==> config.mk <==
export PLATFORM = sky130hd
export DESIGN_NAME = dead_time_monitor
export DESIGN_NICKNAME = d
export VERILOG_FILES = /design/src/rtl/dead_time_monitor.sv
export SDC_FILE = /design/constraint.sdc
export NUM_CORES = 1
export LEC_CHECK = 0
export CORE_ASPECT_RATIO = 1.4
export CORE_UTILIZATION = 56
export CTS_BUF_LIST = sky130_fd_sc_hd__clkbuf_16
export CTS_CLUSTER_SIZE = 8
export DETAILED_ROUTE_END_ITERATION = 8
export GPL_ROUTABILITY_DRIVEN = 0
export MAX_ROUTING_LAYER = met4
export PLACE_DENSITY_LB_ADDON = 0.08
export SKIP_LAST_GASP = 1
export SLEW_MARGIN = 30
export SYNTH_ARGS = -nofsm -noshare
export SYNTH_HDL_FRONTEND = slang
export SYNTH_SLANG_ARGS = --single-unit
==> constraint.sdc <==
create_clock -name MClk_i -period 2.9 [get_ports MClk_i]
set_input_delay 0.29 -clock MClk_i [delete_from_list [all_inputs] [get_ports MClk_i]]
set_output_delay 0.29 -clock MClk_i [all_outputs]
set_load 0.005 [all_outputs]
==> src/rtl/dead_time_monitor.sv <==
// dead_time_monitor
//   Checks a complementary gate-drive pair at the switch end. It measures every
//   dead-time gap between the two on-phases, counts commutations, flags gaps
//   shorter than a programmable minimum (sticky) and latches shoot-through
//   (both gates on) into a FAULT state that needs an explicit clear.
//
// Ports
//   MClk_i          system clock, all state updates on the rising edge
//   RstN_i          asynchronous active-low reset
//   S_i[1:0]        gate pair, [1]=high side, [0]=low side
//   MinDeadCount_i  minimum legal gap in cycles, 0 disables the violation check
//   FaultClear_i    level; clears DeadViolation, releases FAULT when S_i==00
//   LastDeadTime_o  length of the most recent completed gap
//   MeasValid_o     one-cycle pulse when LastDeadTime_o is updated
//   DeadViolation_o sticky: a completed gap was shorter than the minimum
//   ShootThrough_o  high while in FAULT
//   CommCount_o     completed commutations, wrapping
module dead_time_monitor #(
  parameter int BIT_WIDTH = 16,
  parameter int CNT_WIDTH = 8
) (
  input  logic                 MClk_i,
  input  logic                 RstN_i,
  input  logic [1:0]           S_i,
  input  logic [BIT_WIDTH-1:0] MinDeadCount_i,
  input  logic                 FaultClear_i,
  output logic [BIT_WIDTH-1:0] LastDeadTime_o,
  output logic                 MeasValid_o,
  output logic                 DeadViolation_o,
  output logic                 ShootThrough_o,
  output logic [CNT_WIDTH-1:0] CommCount_o
);

  typedef enum logic [2:0] {
    IDLE  = 3'd0,
    ON_HI = 3'd1,
    ON_LO = 3'd2,
    DEAD  = 3'd3,
    FAULT = 3'd4
  } state_t;

  localparam logic [1:0] S_OFF = 2'b00;
  localparam logic [1:0] S_LO  = 2'b01;
  localparam logic [1:0] S_HI  = 2'b10;
  localparam logic [1:0] S_ST  = 2'b11;

  state_t               state_q;
  logic [BIT_WIDTH-1:0] cnt_q;      // 00 samples seen in the current gap
  logic                 prev_hi_q;  // side that was on before the gap
  logic [BIT_WIDTH-1:0] ldt_q;
  logic                 mv_q;
  logic                 dv_q;
  logic                 st_q;
  logic [CNT_WIDTH-1:0] cc_q;

  // Side that completes a commutation out of the current gap.
  logic [1:0] opp_s;
  assign opp_s = prev_hi_q ? S_LO : S_HI;

  always_ff @(posedge MClk_i or negedge RstN_i) begin
    if (!RstN_i) begin
      state_q   <= IDLE;
      cnt_q     <= '0;
      prev_hi_q <= 1'b0;
      ldt_q     <= '0;
      mv_q      <= 1'b0;
      dv_q      <= 1'b0;
      st_q      <= 1'b0;
      cc_q      <= '0;
    end else begin
      mv_q <= 1'b0;
      // Clear first; a violation completing on this edge overrides below.
      if (FaultClear_i) dv_q <= 1'b0;

      if (S_i == S_ST) begin
        state_q <= FAULT;
        cnt_q   <= '0;
        st_q    <= 1'b1;
      end else begin
        case (state_q)
          IDLE: begin
            if (S_i == S_HI)      state_q <= ON_HI;
            else if (S_i == S_LO) state_q <= ON_LO;
          end
          ON_HI, ON_LO: begin
            if (S_i == S_OFF) begin
              state_q   <= DEAD;
              cnt_q     <= BIT_WIDTH'(1);
              prev_hi_q <= (state_q == ON_HI);
            end else if ((state_q == ON_HI && S_i == S_LO) ||
                         (state_q == ON_LO && S_i == S_HI)) begin
              // Direct hand-over: a zero-length gap.
              state_q <= (S_i == S_HI) ? ON_HI : ON_LO;
              ldt_q   <= '0;
              mv_q    <= 1'b1;
              cc_q    <= cc_q + CNT_WIDTH'(1);
              if (MinDeadCount_i != '0) dv_q <= 1'b1;
            end
          end
          DEAD: begin
            if (S_i == S_OFF) begin
              if (cnt_q != '1) cnt_q <= cnt_q + BIT_WIDTH'(1);
            end else if (S_i == opp_s) begin
              state_q <= prev_hi_q ? ON_LO : ON_HI;
              ldt_q   <= cnt_q;
              mv_q    <= 1'b1;
              cc_q    <= cc_q + CNT_WIDTH'(1);
              cnt_q   <= '0;
              if (cnt_q < MinDeadCount_i) dv_q <= 1'b1;
            end else begin
              // Same side came back: aborted gap, nothing measured.
              state_q <= prev_hi_q ? ON_HI : ON_LO;
              cnt_q   <= '0;
            end
          end
          FAULT: begin
            cnt_q <= '0;
            if (FaultClear_i && S_i == S_OFF) begin
              state_q <= IDLE;
              st_q    <= 1'b0;
            end
          end
          default: begin
            state_q <= IDLE;
            cnt_q   <= '0;
          end
        endcase
      end
    end
  end

  assign LastDeadTime_o  = ldt_q;
  assign MeasValid_o     = mv_q;
  assign DeadViolation_o = dv_q;
  assign ShootThrough_o  = st_q;
  assign CommCount_o     = cc_q;

endmodule

==> run summary <==
final slew viol count: 0
Clock Power Share: 32.2%
worst r2r src: state_q[1]
top cells by count, synth: 57 x nand2_1, 47 x dfrtp_1, 29 x inv_1
Fillers: 413
Sw Pwr: 635 uW
Mapped Nets: 370
Final #Nets: 415
RR Endpoint: LastDeadTime_o[7]
layout cell share with drive strength beyond 1: 9.38%
flop2flop setup slack: 0.68 ns
RSZ-0062 raised after global routing: false
Tmin final: 2.29 ns
initial antenna violation count: 0
Pint: 1.39 mW
sequential power share: 40.9%
latest clock arrival within the worst-skew pair: 0.29 ns
Netlist cell types: 57
CP endpoint: LastDeadTime_o[7]
DRT Pass-1 Iters: 4
clock sinks: 47
Final Cell Area: 3630 um2
number of synthesized register bits: 47
largest cells by area after synthesis: dfrtp_1 39%, ha_1 9.2%, nand2_1 7.2%
IO buf count: 47
clk_skew: 0.00557 ns
prevailing post-synth register cell: dfrtp_1
yosys warns: 0
MaxCap Viol Count: 0
PnR Total Power: 2.02 mW
outcome: complete, no violations
Fin. Hold Viols: 0
detailed-route via count: 2508
Tcrit/Tclk final: 78.8%
Vias/cell: 5.71
Critical Path End Type: flip-flop
Net Sw Frac: 31.4%
# rows: 31
DR WL/cell: 14.0 um
Final WS setup: 0.615 ns
# H-tree levels: 2
die height: 88.4 um
Syn Area/Cell: 9.13 um2
crit path DAT: 2.51 ns
Worst Setup SP: S_i[0]
CP Class: in2reg
CTS Buffer Depth: 2
Setup crit start kind: primary input
Hold WS: 0.00345 ns
most common cell in the netlist: nand2_1
static leakage: 1.68 nW
CTS Buf Count: 5
Routed Antenna Nets: 0
synthesized area: 2990 um2
GRT overflow: 0
hpwl dp: 4670 um
r2r worst-path depth: 7
Final Non-Filler Cells: 439
Total GRT Usage: 25.2%
IO Pins: 48
first-pass GRT wire length: 10700 um
Placed Cells incl. Taps: 431
critical-path maximum fanout: 12
Reg clk slew, reported paths: 0.06 ns
CTS tree: done
ANT cells: 0
Max transition margin: 60.7%
PwrDens: 557 nW/um2
drt drc: 0
Synth area leader: dfrtp_1
Comb power frac: 27.0%
Fin Setup TNS: 0 ns
postcts setup bufs: 0
largest net degree at the start of global routing: 48
register area share after synthesis: 39.4%
Placed Area: 3460 um2
Area Overhead vs Synth: 21.7%
Reg area: 1180 um2
post-CTS sizing: 0
Hold Buf Count CTS: 0
ys async rst share: 100%
slew at the pin with the worst max-slew slack: 0.584 ns
WP data required: 3.13 ns
Core Area: 5160 um2
Max rail drop VDD: 0.525 mV
vias in the first global route: 2356
final core utilization: 70.4%
initial cell density of the core: 57.9%
area of the multi-input gates: 1580 um2
share of the synthesized area in the top cell type: 39.4%
drt total wl: 6140 um
initial DRC count: 134
EDFF count, synth: 0
die width: 63.7 um
Setup WS pre-CTS: 0.340 ns
Hold WC Path Type: in2async
Final setup viols: 0
Fmax achieved: 438 MHz
Mapped Cells: 327
Clock Tree Root: clkbuf_16
die area: 5630 um2
## how the worst min path moves through the flow
| stage | to |
|---|---|
| 6_report | CommCount_o[6] |
| 5_1_grt | CommCount_o[7] |
| 4_1_cts | CommCount_o[6] |
| 3_5_place_dp | CommCount_o[6] |
| 3_3_place_gp | LastDeadTime_o[4] |
| 2_1_floorplan | CommCount_o[0] |
## cells by family after synthesis
logic type	after synthesis	share of synthesized area, %
adders and majority gates	24	9.89
DFF	47	39.4
buffers and inverters	44	7.58
muxes	5	1.97
and+or+nand+nor	138	22.8
xor gates and xnor gates	7	2.05
AOI/OAI and AO/OA	62	16.3
## metal layers
metal	track usage, %	up-vias	part of all wire (%)
li1	-	1252	-
met1	30.5	1176	43
met2	42.6	70	52
met3	3.35	10	3.6
met4	9.71	0	1.5
met5	-	-	0
## critical path: stages
cell             delay [ns]
clkdlybuf4s50_1        0.48
inv_1                  0.15
ha_1                   0.25
inv_1                  0.06
o32ai_1                0.42
o21ai_2                0.13
inv_1                  0.29
buf_4                  0.24
nand3_1                0.10
nand2_1                0.09
## area by class of cell
class | instances | share of cell area (%)
inverters | 29 | 3.00
multi-input cells | 236 | 43.6
clock buffers | 5 | 3.44
repair buffers | 53 | 14.1
clock inverters | 3 | 1.21
well taps | 66 | 2.27
flip-flops and latches | 47 | 32.4
## cell usage in the layout, fill, tap and decap left out, drive strengths merged, types with 2 or more instances in the layout
cell / netlist / routed
nand2: 58 / 58
dfrtp: 47 / 47
clkdlybuf4s50: 0 / 46
inv: 29 / 29
nand3: 26 / 26
ha: 22 / 22
a31oi: 14 / 14
o21ai: 13 / 13
a21oi: 12 / 12
nor2: 12 / 12
nand4: 10 / 10
buf: 13 / 7
nor4: 7 / 7
and3: 5 / 5
xnor2: 5 / 5
clkbuf: 2 / 5
nor3: 5 / 5
o21a: 4 / 4
mux2: 4 / 4
a211oi: 3 / 3
a21o: 3 / 3
nand2b: 3 / 3
or2: 3 / 3
or3: 2 / 2
xor2: 2 / 2
maj3: 2 / 2
a21boi: 2 / 2
o221ai: 2 / 2
clkinv: 0 / 2
## power groups by stage
stage / combinational [mW] / sequential (mW) / clock [mW]
after floorplan: 0.479 / 0.785 / 0
after global placement: 0.541 / 0.835 / 0
after detailed placement: 0.550 / 0.836 / 0
after CTS: 0.551 / 0.824 / 0.665
after global routing: 0.602 / 0.839 / 0.688
final: 0.546 / 0.826 / 0.650
## state kept, by name, summed over array words and instances, names as in the netlist
signal,flops
CommCount_o,8
DeadViolation_o,1
LastDeadTime_o,16
MeasValid_o,1
ShootThrough_o,1
cnt_q,16
prev_hi_q,1
state_q,3
Note: power is estimated with default switching activity, not from simulation.
==> RTL edit 1: new RTL, same settings <==
Re-encode `state_t` (5 states) as one-hot, 5 bits wide.
--- a/src/rtl/dead_time_monitor.sv
+++ b/src/rtl/dead_time_monitor.sv
@@ -33,8 +33,8 @@
 
-  typedef enum logic [2:0] {
-    IDLE  = 3'd0,
-    ON_HI = 3'd1,
-    ON_LO = 3'd2,
-    DEAD  = 3'd3,
-    FAULT = 3'd4
+  typedef enum logic [4:0] {
+    IDLE  = 5'b00001,
+    ON_HI = 5'b00010,
+    ON_LO = 5'b00100,
+    DEAD  = 5'b01000,
+    FAULT = 5'b10000
   } state_t;
Check against the original RTL: same outputs for any inputs over 4 cycles, from zero or initial values and one cycle with RstN_i low; so few cycles prove little.
==> RTL edit 1 against the original RTL <==
  * Clock skew rose by 0.0023 ns
  * Routed wire length increased by 13%
  * Setup slack better by 0.011 ns
  * Fmax grew 0.49%
  * Cell count shrank 3.2%
  * Area after synthesis fell by 0.46%
  * Final area is 1.4% higher
  * Total power grew 2.1%
  * Sequential cell count increased by 2
  * Critical path type is now register to register
==> RTL edit 1: results (changes against the original RTL) <==
metric;value;unit;change
CTS buffer count;5;;unchanged
WS Path Type;register to register;;
Setup Skew;0.00785;ns;+0.00228 ns
Via density;6.01;;+5.2%
crit path DAT;2.45;ns;-0.06 ns
Post-synth ARST share;100;%;unchanged
Detailed Routing Iterations Pass 1;4;;unchanged
hold slack;0.0359;ns;+0.0325 ns
Worst path top cell family by delay;simple AND/OR/NAND/NOR gates;;
Crit path largest cell delay;0.73;ns;+0.25 ns
share of the synthesized area in the top cell type;40.4;%;+1.0 points
Clock Path Buffers;2;;unchanged
leakage power;1.68;nW;+0.16%
clk slew on worst S/H paths;0.07;ns;
setup bufs post-CTS;0;;unchanged
Port Buf Inserts;47;;unchanged
ant diodes;0;;unchanged
Slew HR;44.8;%;-16 points
worst r2r path cells;6;;-1
largest net degree at the start of global routing;32;;-33%
post-cts sizing count;0;;unchanged
top cells by count, synth;48 x dfrtp_1, 29 x o21ai_0, 26 x nor2_1;;
# hold bufs at CTS;0;;unchanged
layout cell share with drive strength beyond 1;7.80;%;-1.6 points
CP max-delay cell;nor3_1;;
First DRT Iteration DRCs;174;;+30%
Yosys cell types;58;;+1.8%
DP HPWL;5.08;mm;+8.9%
Root Driver;clkbuf_16;;
synth top area cells;dfrtp_1 40%, ha_1 9.3%, o21ai_0 4.9%;;
Layout Nets;401;;-3.4%
global-route wire length before repair;11.8;mm;+9.5%
Placed Area;0.00349;mm^2;+0.72%
class of the worst hold path;primary input to asynchronous set/reset pin;;
post-place setup slack;0.431;ns;+0.0909 ns
CP max FO;12;;unchanged
worst skew pair latency;0.29;ns;about the same
sequential area share after synthesis;41.3;%;+1.9 points
Critical R2R Launch;state_q[3];;
vias in the first global route;2489;;+5.6%
worst setup margin;0.626;ns;+0.0112 ns
Synthesis Warnings;0;;unchanged
htree depth;2;;unchanged
initial antenna violation count;0;;unchanged
RR Endpoint;CommCount_o[1];;
final wirelength;6.95;mm;+13%
status;finished clean;;
crit path from;state_q[3];;
GRT Total Usage;27.9;%;+2.7 points
Mapped Nets;354;;-4.3%
Filler Cell Count;396;;-4.1%
Max IR drop VDD;0.000467;V;-11%
[RTL edit 1: cell count changes after synthesis, sizes merged, moves of 10 or more]
cell / unedited run / this run
a22o: 0 / 16
nor2: 12 / 26
nand3: 26 / 13
a31oi: 14 / 4
nand2: 58 / 17
o21ai: 13 / 33
[RTL edit 1: area by class of cell]
type	count	share of cell area, %
repair buffers	52	13.7
clock buffers	5	3.40
inverters	22	2.24
well taps	66	2.24
multi-input cells	228	43.3
clock inverters	3	1.87
flip-flops and latches	49	33.3
[RTL edit 1: logic make-up (layout without fill, tap and decap cells)]
family,after synthesis,in the layout,share of synthesized area (%)
buffers and inverters,34,82,5.09
AOI/OAI and AO/OA,89,89,20.5
DFF,49,49,41.3
and+or+nand+nor,104,104,19.7
adders and majority gates,23,23,9.60
muxes,3,3,1.09
xor gates and xnor gates,9,9,2.65
[RTL edit 1: power by group]
part           internal [mW]  switching, mW  total (mW)
registers              0.731         0.0932       0.824
logic                  0.217          0.263       0.480
clock network          0.497          0.264       0.761
[RTL edit 1: stage by stage]
stage          std cells  power (mW)  utilization [%]
2_1_floorplan        311        1.15                -
3_5_place_dp         417        1.31             67.6
3_3_place_gp         417        1.30             67.6
6_report             425        2.07             71.4
5_1_grt              425        2.17             71.4
4_1_cts              425        2.07             71.4
[RTL edit 1: worst reg2reg max path: stages, from the launching register on]
cell,delay [ns]
dfrtp_1,0.53
nor3_1,0.74
o21ai_2,0.16
nand2_1,0.12
nand2_2,0.10
inv_2,0.17
mux2_2,0.35
[RTL edit 1: routing by layer]
metal | part of all wire (%) | GRT usage, %
met4 | 1.2 | 8.68
met1 | 45 | 35.8
met3 | 3.9 | 4.12
met2 | 50 | 45.6
met5 | 0 | -
==> RTL edit 2: new RTL, same settings <==
Without the edit above. `BIT_WIDTH`: 16 -> 20.
--- a/src/rtl/dead_time_monitor.sv
+++ b/src/rtl/dead_time_monitor.sv
@@ -18,3 +18,3 @@
 module dead_time_monitor #(
-  parameter int BIT_WIDTH = 16,
+  parameter int BIT_WIDTH = 20,
   parameter int CNT_WIDTH = 8
Ports: changed (resized LastDeadTime_o and MinDeadCount_i); port bits go from 48 to 56. The function was not compared with the original's and may differ.
==> RTL edit 2 against the original RTL <==
  * Global-route usage increased by 2.7 points
  * Final area increased by 14%
  * Routed wire length increased by 26%
  * Sequential cell count increased by 8
  * Fmax increased by 3.0%
  * Hold slack improved by 0.12 ns
  * Cell count increased by 16%
  * First-iteration DRC count increased by 67%
  * Register-to-register slack improved by 0.03 ns
  * Total power increased by 23%
  * Area after synthesis increased by 13%
  * Setup slack improved by 0.067 ns
  * Critical endpoint is now CommCount_o[1]
  * Largest power group unchanged
==> RTL edit 2: results (changes against the original RTL) <==
metric;value;unit;change
status;finished clean;;
worst skew pair latency;0.29;ns;about the same
First DRT Iteration DRCs;224;;+67%
layout cell share with drive strength beyond 1;6.12;%;-3.3 points
Layout Nets;491;;+18%
Compound-Gate Fraction of Synth Area;17.5;%;+1.2 points
post-place setup slack;0.375;ns;+0.0353 ns
Max IR drop VDD;0.000356;V;-32%
initial antenna violation count;0;;unchanged
proportion of synthesized area in mux cells;0.963;%;-1.0 points
vias in the first global route;2842;;+21%
global-route wire length before repair;13.1;mm;+22%
Yosys cell types;56;;-1.8%
Synthesis Warnings;0;;unchanged
switch share;32.8;%;+1.4 points
clk slew on worst S/H paths;0.07;ns;
Slew HR;53.7;%;-7.0 points
xor/xnor share of the synthesized area;1.81;%;-0.24 points
GRT Total Usage;28.0;%;+2.7 points
Placed Area;0.00401;mm^2;+16%
Detailed Routing Iterations Pass 1;6;;+2
largest net degree at the start of global routing;56;;+17%
htree depth;2;;unchanged
ant diodes;0;;unchanged
top cells by count, synth;60 x nand2_1, 55 x dfrtp_1, 38 x o21ai_0;;
Clock Path Buffers;2;;unchanged
drt wl/cell;15.2;um;+8.4%
crit path DAT;2.40;ns;-0.11 ns
CTS buffer count;5;;unchanged
Setup Skew;0.00365;ns;-0.00191 ns
Mapped Nets;435;;+18%
sequential area share after synthesis;40.7;%;+1.3 points
DP HPWL;5.85;mm;+25%
synth top area cells;dfrtp_1 41%, ha_1 9.6%, nand2_1 6.7%;;
setup bufs post-CTS;0;;unchanged
Port Buf Inserts;55;;+17%
Root Driver;clkbuf_16;;
Post-synth ARST share;100;%;unchanged
via count;3027;;+21%
class of the worst hold path;primary input to asynchronous set/reset pin;;
post-synthesis adder-cell area fraction;9.92;%;+0.035 points
leakage power;1.96;nW;+17%
post-cts sizing count;0;;unchanged
CP max FO;8;;-4
## RTL edit 2: changes by cell type after synthesis, moves of 6 or more
cell	unedited run	this run
dfrtp_1	47	55
o31ai_1	0	6
nand3_1	26	17
a31oi_1	9	1
a211o_1	0	8
clkbuf_1	2	14
o21ai_0	11	38
buf_2	6	0
nor3_1	4	14
## RTL edit 2: through the flow
step / cells / power (mW)
floorplan: 384 / 1.51
global placement: 503 / 1.86
detailed placement: 503 / 1.89
CTS: 511 / 2.50
global route: 511 / 2.65
finish: 511 / 2.49
## RTL edit 2: final cells by class
cell class,count,area (um^2)
fill,475,1660
tap,70,87.6
multi-input combinational,283,1810
clock inverter,3,23.8
inverter,29,109
timing repair buffer,66,628
sequential,55,1380
clock buffer,5,125
## RTL edit 2: worst paths after layout
kind                                   start                 to  slack (ns)  cells past startpoint
setup / recovery                      S_i[0]     CommCount_o[1]        0.68                      8
hold / removal                        RstN_i          prev_hi_q        0.12                      2
setup reg to reg                    cnt_q[0]           cnt_q[1]        0.71                      7
hold reg to reg            LastDeadTime_o[2]  LastDeadTime_o[2]        0.48                      2
max in group asynchronous             RstN_i           cnt_q[7]        2.32                      2
min in group MClk_i        LastDeadTime_o[2]  LastDeadTime_o[2]        0.48                      2
## RTL edit 2: power by group through the flow
| stage | combinational (mW) | clock (mW) | sequential [mW] |
|---|---|---|---|
| 2_1_floorplan | 0.468 | 0 | 1.04 |
| 3_3_place_gp | 0.784 | 0 | 1.08 |
| 3_5_place_dp | 0.810 | 0 | 1.08 |
| 4_1_cts | 0.812 | 0.616 | 1.07 |
| 5_1_grt | 0.909 | 0.648 | 1.09 |
| 6_report | 0.812 | 0.606 | 1.07 |
## RTL edit 2: worst max-delay path, cell delays in order
cell and delay (ns):
clkdlybuf4s50_1 0.48, inv_1 0.16, ha_1 0.22, inv_1 0.07, o32ai_1 0.47, o21ai_2 0.23
inv_1 0.14, mux2_2 0.33
## RTL edit 2: cells by family after synthesis
| logic type | Yosys count |
|---|---|
| buffers and inverters | 46 |
| XOR/XNOR | 7 |
| flip-flops | 55 |
| adder cells (fa/ha/maj) | 27 |
| AND/OR/NAND/NOR | 154 |
| multiplexers | 3 |
| AO/OA/AOI/OAI | 92 |
## RTL edit 2: routing by layer
layer  GRT usage [%]  up-vias  part of all wire [%]
met1            32.0     1442                    41
met2            47.0       76                    53
li1                -     1495                     -
met3            4.37       14                   3.8
met5               -        -                     0
met4            12.2        0                   2.2
